--- src/rtl/detector_jogada.sv ---
// detector_jogada: debounced, one-hot validated play detector for the memory game.
// Optional per-play timeout compiled in with `define DETECTOR_JOGADA_TIMEOUT_EN.
module detector_jogada #(
  parameter int DEBOUNCE_CICLOS = 4,
  parameter int TIMEOUT_CICLOS  = 3000
) (
  input  logic       clock,
  input  logic       reset,
  input  logic       zera,
  input  logic       habilita,
  input  logic [3:0] chaves,
  output logic [3:0] jogada,
  output logic       tem_jogada,
  output logic       jogada_invalida,
  output logic       timeout,
  output logic [2:0] db_estado
);

  typedef enum logic [2:0] {
    OCIOSO          = 3'd0,
    ESTABILIZA      = 3'd1,
    CAPTURA         = 3'd2,
    INVALIDA        = 3'd3,
    AGUARDA_SOLTURA = 3'd4
  } estado_t;

  localparam int CW = $clog2(DEBOUNCE_CICLOS);
  localparam logic [CW-1:0] CNT_FIM = CW'(DEBOUNCE_CICLOS - 1);

  estado_t       estado;
  logic [3:0]    sinc1;
  logic [3:0]    s;
  logic [3:0]    amostra;
  logic [CW-1:0] cnt;
  logic          um_quente;

  assign um_quente = (amostra != 4'd0) &&
                     ((amostra & (amostra - 4'd1)) == 4'd0);
  assign db_estado = estado;

  always_ff @(posedge clock or negedge reset) begin
    if (!reset) begin
      sinc1 <= 4'd0;
      s     <= 4'd0;
    end else begin
      sinc1 <= chaves;
      s     <= sinc1;
    end
  end

  // ESTABILIZA counts matching samples, AGUARDA_SOLTURA counts zero samples
  always_ff @(posedge clock or negedge reset) begin
    if (!reset) begin
      estado          <= OCIOSO;
      amostra         <= 4'd0;
      cnt             <= '0;
      jogada          <= 4'd0;
      tem_jogada      <= 1'b0;
      jogada_invalida <= 1'b0;
    end else if (zera) begin
      estado          <= OCIOSO;
      amostra         <= 4'd0;
      cnt             <= '0;
      jogada          <= 4'd0;
      tem_jogada      <= 1'b0;
      jogada_invalida <= 1'b0;
    end else begin
      tem_jogada      <= 1'b0;
      jogada_invalida <= 1'b0;
      unique case (estado)
        OCIOSO: begin
          if (habilita && s != 4'd0 && !timeout) begin
            estado  <= ESTABILIZA;
            amostra <= s;
            cnt     <= CW'(1);
          end
        end
        ESTABILIZA: begin
          if (!habilita || s == 4'd0 || timeout) begin
            estado <= OCIOSO;
            cnt    <= '0;
          end else if (s != amostra) begin
            amostra <= s;
            cnt     <= CW'(1);
          end else if (cnt == CNT_FIM) begin
            cnt <= '0;
            if (um_quente) begin
              estado     <= CAPTURA;
              jogada     <= amostra;
              tem_jogada <= 1'b1;
            end else begin
              estado          <= INVALIDA;
              jogada_invalida <= 1'b1;
            end
          end else begin
            cnt <= cnt + CW'(1);
          end
        end
        CAPTURA, INVALIDA: begin
          estado <= AGUARDA_SOLTURA;
          cnt    <= '0;
        end
        AGUARDA_SOLTURA: begin
          if (s != 4'd0) begin
            cnt <= '0;
          end else if (cnt == CNT_FIM) begin
            estado <= OCIOSO;
            cnt    <= '0;
          end else begin
            cnt <= cnt + CW'(1);
          end
        end
        default: estado <= OCIOSO;
      endcase
    end
  end

`ifdef DETECTOR_JOGADA_TIMEOUT_EN
  localparam int TW = (TIMEOUT_CICLOS > 1) ? $clog2(TIMEOUT_CICLOS) : 1;
  localparam logic [TW-1:0] T_FIM = TW'(TIMEOUT_CICLOS - 1);

  logic [TW-1:0] tcnt;

  always_ff @(posedge clock or negedge reset) begin
    if (!reset) begin
      tcnt    <= '0;
      timeout <= 1'b0;
    end else if (zera || !habilita) begin
      tcnt    <= '0;
      timeout <= 1'b0;
    end else if (tem_jogada || jogada_invalida) begin
      tcnt <= '0;
    end else if (!timeout) begin
      if (tcnt == T_FIM) begin
        timeout <= 1'b1;
      end else begin
        tcnt <= tcnt + TW'(1);
      end
    end
  end
`else
  // always 0 for any legal limit; keeps the parameter referenced
  assign timeout = (TIMEOUT_CICLOS < 0);
`endif

endmodule

--- config.mk ---
export PLATFORM = sky130hd
export DESIGN_NAME = detector_jogada
export DESIGN_NICKNAME = d
export VERILOG_FILES = /design/src/rtl/detector_jogada.sv
export SDC_FILE = /design/constraint.sdc
export NUM_CORES = 1
export LEC_CHECK = 0
export ABC_AREA = 1
export BUFFER_PORTS_ARGS = -buffer_cell sky130_fd_sc_hd__buf_2
export CAP_MARGIN = 20
export CORE_MARGIN = 2
export CORE_UTILIZATION = 60
export CTS_CLUSTER_SIZE = 40
export DETAILED_ROUTE_END_ITERATION = 12
export PLACE_DENSITY_LB_ADDON = 0.1
export SETUP_SLACK_MARGIN = 0.4
export SLEW_MARGIN = 25
export SYNTH_ARGS = -nofsm -noshare
export SYNTH_HDL_FRONTEND = slang
export SYNTH_SLANG_ARGS = --single-unit
--- constraint.sdc ---
create_clock -name clock -period 3 [get_ports clock]
set_input_delay 0 -clock clock [delete_from_list [all_inputs] [get_ports clock]]
set_output_delay 0 -clock clock [all_outputs]
set_load 0.005 [all_outputs]
# ---- Word level (Yosys, flattened, before mapping)
# Index checks and enable logic that the tools add are counted.
dict set report word_totals {
  output_inout_bits 10
  wordCells 84
  ff_bits 23
  in_bits 8
}
dict set report classes {
  add_sub_neg 2
  n_bitwise 1
  reduce_logical 19
  eq_ne 15
  n_mux 39
}
# cell count
set op_table {}
lappend op_table {{two-way mux 4 bit} 10}
lappend op_table {{two-way mux 3 bit} 7}
lappend op_table {{inequality test 3 bit, second input constant} 5}
lappend op_table {{two-way mux 1 bit} 13}
lappend op_table {{two-way mux 2 bit} 6}
lappend op_table {{case mux 3 bit (4 select lines)} 1}
lappend op_table {{AND reduction 5 bit} 2}
lappend op_table {{zero test 4 bit} 2}
lappend op_table {{inequality test 4 bit, second input constant} 2}
lappend op_table {{case mux 2 bit (4 select lines)} 1}
lappend op_table {{case mux 4 bit (2 select lines)} 1}
lappend op_table {{nonzero test 4 bit} 2}
lappend op_table {{== test 3 x 2 -> 1 bit, second input constant} 2}
lappend op_table {{nonzero test 2 bit} 3}
lappend op_table {{nonzero test 5 bit} 1}
lappend op_table {{bitwise AND 4 bit} 1}
lappend op_table {{inequality test 2 bit, second input constant} 2}
lappend op_table {{inequality test 4 bit} 1}
lappend op_table {{AND reduction 4 bit} 1}
lappend op_table {{subtractor 4 x 1 -> 4 bit, second input constant} 1}
lappend op_table {{== test 3 x 1 -> 1 bit, second input constant} 1}
lappend op_table {{== test 3 bit, second input constant} 1}
lappend op_table {{zero test 3 bit} 1}
lappend op_table {{nonzero test 3 bit} 1}
lappend op_table {{other kinds (7)} 8}

# ---- Logic depth before layout (Yosys ltp)
dict set report logic_depth {
  depth_word 10
  mapped_depth 10
  depth_no_buf 10
}

# ---- Worst setup path before layout
# OpenSTA, ideal clock, no wires.
dict set report synth_path {
  path_type {register -> register}
  start {register estado[1] (netlist: db_estado[1])}
  end {register jogada[0]}
  period_less_slack_ns 1.210
  path_slack_ns 1.790
  t_required_ns 2.883
  arrival_ns 1.092
  setup_ns 0.117
  stages_incl_launch_ff 9
  n_path_buf 0
  path_cell_list {dfrtp_1 -> inv_2 -> nand2_2 -> nor2_4 -> nand3_4 -> nor2_8 -> nand2_4 -> nand3_1 -> nand2_1}
}
dict set report synth_via {
  elab_chain_cells 3
}
# item line_no
set synth_rtl {}
lappend synth_rtl {{from (decl)} 30} ;# estado_t estado;
lappend synth_rtl {{from (signal assigned)} 54} ;# estado <= OCIOSO;
lappend synth_rtl {{from (signal assigned)} 61} ;# estado <= OCIOSO;
lappend synth_rtl {{from (signal assigned)} 73} ;# estado <= ESTABILIZA;
lappend synth_rtl {{== test 3 x 1 -> 1 bit} 70} ;# unique case (estado)
lappend synth_rtl {{nonzero test 2 bit (no source line)} n/a}
lappend synth_rtl {{AND reduction 5 bit (no source line)} n/a}
lappend synth_rtl {{to (signal assigned)} 89} ;# jogada <= amostra;
lappend synth_rtl {{to (decl)} 12} ;# output logic [3:0] jogada,
# Every way passes these cells.
# A chain may end at the register's enable or synchronous reset.

# ---- Worst setup path in the final report
dict set report layout_path {
  start {input zera}
  end {register cnt[1]}
}
dict set report layout_via {
  elab_chain_cells 2
  word_cells_on_any_way 4
  classes_between {eq/ne: 1; mux: 1; reduce/logical: 2}
}
# item line_no
set layout_rtl {}
lappend layout_rtl {{from (decl)} 9} ;# input logic zera,
lappend layout_rtl {{inequality test 3 bit (no source line) or nonzero test 5 bit (tied branches)} n/a}
lappend layout_rtl {{AND reduction 2 bit (no source line)} n/a}
lappend layout_rtl {{to (signal assigned)} 96} ;# cnt <= cnt + CW'(1);
lappend layout_rtl {{to (signal assigned)} 110} ;# cnt <= cnt + CW'(1);
lappend layout_rtl {{to (decl)} 34} ;# logic [CW-1:0] cnt;
# Parallel ways exist; a longest one is shown, timed or not.

==> qor.yml <==
start_util_pct: 64.20
worstPathMaxFanout: 14
worstHoldStart: "habilita"
seq_area_frac_synth_pct: 45.23
leakagePower_nw: 0.8011
wl_per_cell_um: 11.19
ys_seq_elements: 23
finalHoldViolCount: 0
arrival_ps: 1680
final_nets: 191
p_seq_share_pct: 55.7
yosysWarningCount: 0
synth_area_um2: 1272
synth_top_cells_by_count: "nand2_1 (55), dfrtp_1 (23), nor2_1 (14), inv_1 (12), nand3_1 (7)"
insertion_delay_ps: 310
grt_use_met2_pct: 34.21
setup_tns_ps: 0
ys_async_sr_fraction_pct: 100.0
cts_max_path_buffers: 2
cts_buffers: 3
drive_gt1_share_pct: 25.97
first_pass_iters: 5
multi_input_area_um2: 598.1
synthTopCellsByArea: "dfrtp_1 (45%), nand2_1 (16%), nor2_1 (4.1%), inv_1 (3.5%), nand2_2 (2.9%)"
fin_worst_skew_ps: 12.55
slowest_stage: "dlygate4sd3_1"
yosysMostFrequentCell: "nand2_1"
internal_power_mw: 0.4251
die_y_um: 50.05
path_class: "input pin to flop"
synth.avg_cell_area_um2: 8.054
p_comb_share_pct: 21.6
setup_slack_ps: 1541
finalSetupViolations: 0
cp_common_cell: "nand2_1"
io-pin-count: 18
synth_cell_types: 29
outcome: "completed"
synth_edf_count: 0
period_needed_ps: 1459
switching_share_pct: 31.09
busiest_layer: "met2"
critPathLaunchType: "input pin"
clkSlewWorstSetupHoldPaths_ps: 120
num_rows: 16
cts-root-buf: "clkbuf_4"
drt_wl_total_um: 2327
die_x_um: 50.05
die-area_um2: 2505
fin_cells: 208
p_clk_share_pct: 22.7
holdPathEnd: "jogada_invalida"
drtIter0Drc: 14
worstSetupEndpointType: "flop"
antenna_cells: 0
worst_pin_slew_ps: 510.8
areaGrowthSynthToFinish_pct: 13.96
yosysTopAreaCellShare_pct: 45.23
slew_violations: 0
grt_use_met3_pct: 3.939
r2r_slack_ps: 1650
vias: 1042
rr_worst_depth: 7
io_buffers: 16
cellPowerDensity_nw_per_um2: 425.4
worstPathRequired_ps: 3220
synth_nets: 167
cp_top_family: "buffers and inverters"
track_usage_pct: 20.39
min_delay_path_depth: 3
ys.flop_type: "dfrtp_1"
max_stage_delay_ps: 540
final_cell_area_um2: 1450
hold_path_class: "input pin to flop"
place_ws_ps: 1675
drc: 0
cts_tree: "built"
critPathBufInv: 3
ant_nets: 0
cts-htree-levels: 1
grt_pass1_wl_um: 3905
relSlewSlack_pct: 65.95
grt_remaining_overflow: 0
max_freq_ghz: 0.6856
ff_latch_area_um2: 575.6
max-cap-violations: 0
place_congestion: 0.8667
grt_pass1_vias: 966
fillers: 173
postSynthCellCount: 158
ir_drop_mv: 0.3306
finalCritPeriodShare_pct: 48.62
dp_cells: 198
worstReg2RegStart: "db_estado[0]"
coreArea_um2: 1982
grtUsageMet1_pct: 26.03
rsz0062_at_grt: "no"
dp_hpwl_um: 1750
path_cells: "dlygate4sd3_1 > buf_2 > inv_1 > nand2_1 > nor2_1 > nand2_1 > o211ai_1 > nor2_1 > nand2_1 > nand2_1"
reg2reg_to: "cnt[0]"
grt_max_degree: 24
p_total_mw: 0.6169
grt_antenna_before_repair: 0
placed_cell_area_um2: 1364
yosys.area.top_type: "dfrtp_1"
clock-sinks: 23
p_sw_mw: 0.1918
vias_per_cell: 5.010
==> cell families after synthesis <==
family                   count (synthesis)  synth area share, %
adder cells (fa/ha/maj)                  1               0.9831
other                                    1               0.2947
AO/OA/AOI/OAI                           10                5.015
buffers and inverters                   22                7.768
flip-flops                              23                45.23
AND/OR/NAND/NOR                        101                40.71
==> power groups by stage <==
stage	clock, mW	combinational (mW)	sequential, mW
4_1_cts	0.147	0.134	0.343
2_1_floorplan	0	0.101	0.345
6_report	0.140	0.133	0.344
3_5_place_dp	0	0.127	0.349
5_1_grt	0.152	0.150	0.346
3_3_place_gp	0	0.124	0.348
==> stage by stage <==
| stage | utilization [%] | hold slack (ps) |
|---|---|---|
| 2_1_floorplan | - | -295.6 |
| 3_3_place_gp | 68.81 | -9.518 |
| 3_5_place_dp | 68.81 | -5.218 |
| 4_1_cts | 73.17 | 1.323 |
| 5_1_grt | 73.17 | 15.84 |
| 6_report | 73.17 | 10.78 |
==> worst min-delay path: stages <==
cell     delay, ps
buf_2          130
nand3_4        130
nor3_2          50
==> worst max path at each step <==
stage | end | slack [ps] | cells after the start | from
floorplan | jogada[0] | 1790 | 8 | db_estado[1]
global placement | cnt[0] | 1710 | 7 | db_estado[0]
detailed placement | cnt[0] | 1680 | 7 | db_estado[0]
CTS | cnt[1] | 1570 | 10 | zera
global route | cnt[0] | 1390 | 10 | zera
finish | cnt[1] | 1540 | 10 | zera
==> layer usage <==
layer  wire, um  vias up
met1       1084      474
met5          0        -
met3         99        5
met2       1116       27
li1           -      536
met4         27        0
==> flip-flops by register name, indices dropped and copies added (netlist names) <==
| signal | flops |
|---|---|
| jogada | 4 |
| tem_jogada | 1 |
| jogada_invalida | 1 |
| s | 4 |
| db_estado | 3 |
| amostra | 4 |
| cnt | 2 |
| sinc1 | 4 |
==> final cells by class <==
type	count	share of cell area (%)
repair buffers	22	9.663
flip-flops and latches	23	39.69
well taps	27	2.330
clock buffers	4	1.812
inverters	19	5.263
multi-input cells	113	41.24
==> what timing repair did <==
item | CTS | global route
hold buffers | 6 | 0
setup buffers | 0 | 0
resized for setup | 0 | 0
hold endpoints to repair | 29 | 0
==> layout by cell type (no fill, tap or decap), types with 4 or more instances in the layout <==
cell	count
buf_2	16
dfrtp_1	23
dlygate4sd3_1	6
inv_1	12
inv_2	6
nand2_1	55
nand2_2	6
nand3_1	7
nand4_1	4
nor2_1	14
No activity file was read; power rests on OpenSTA's default activity.
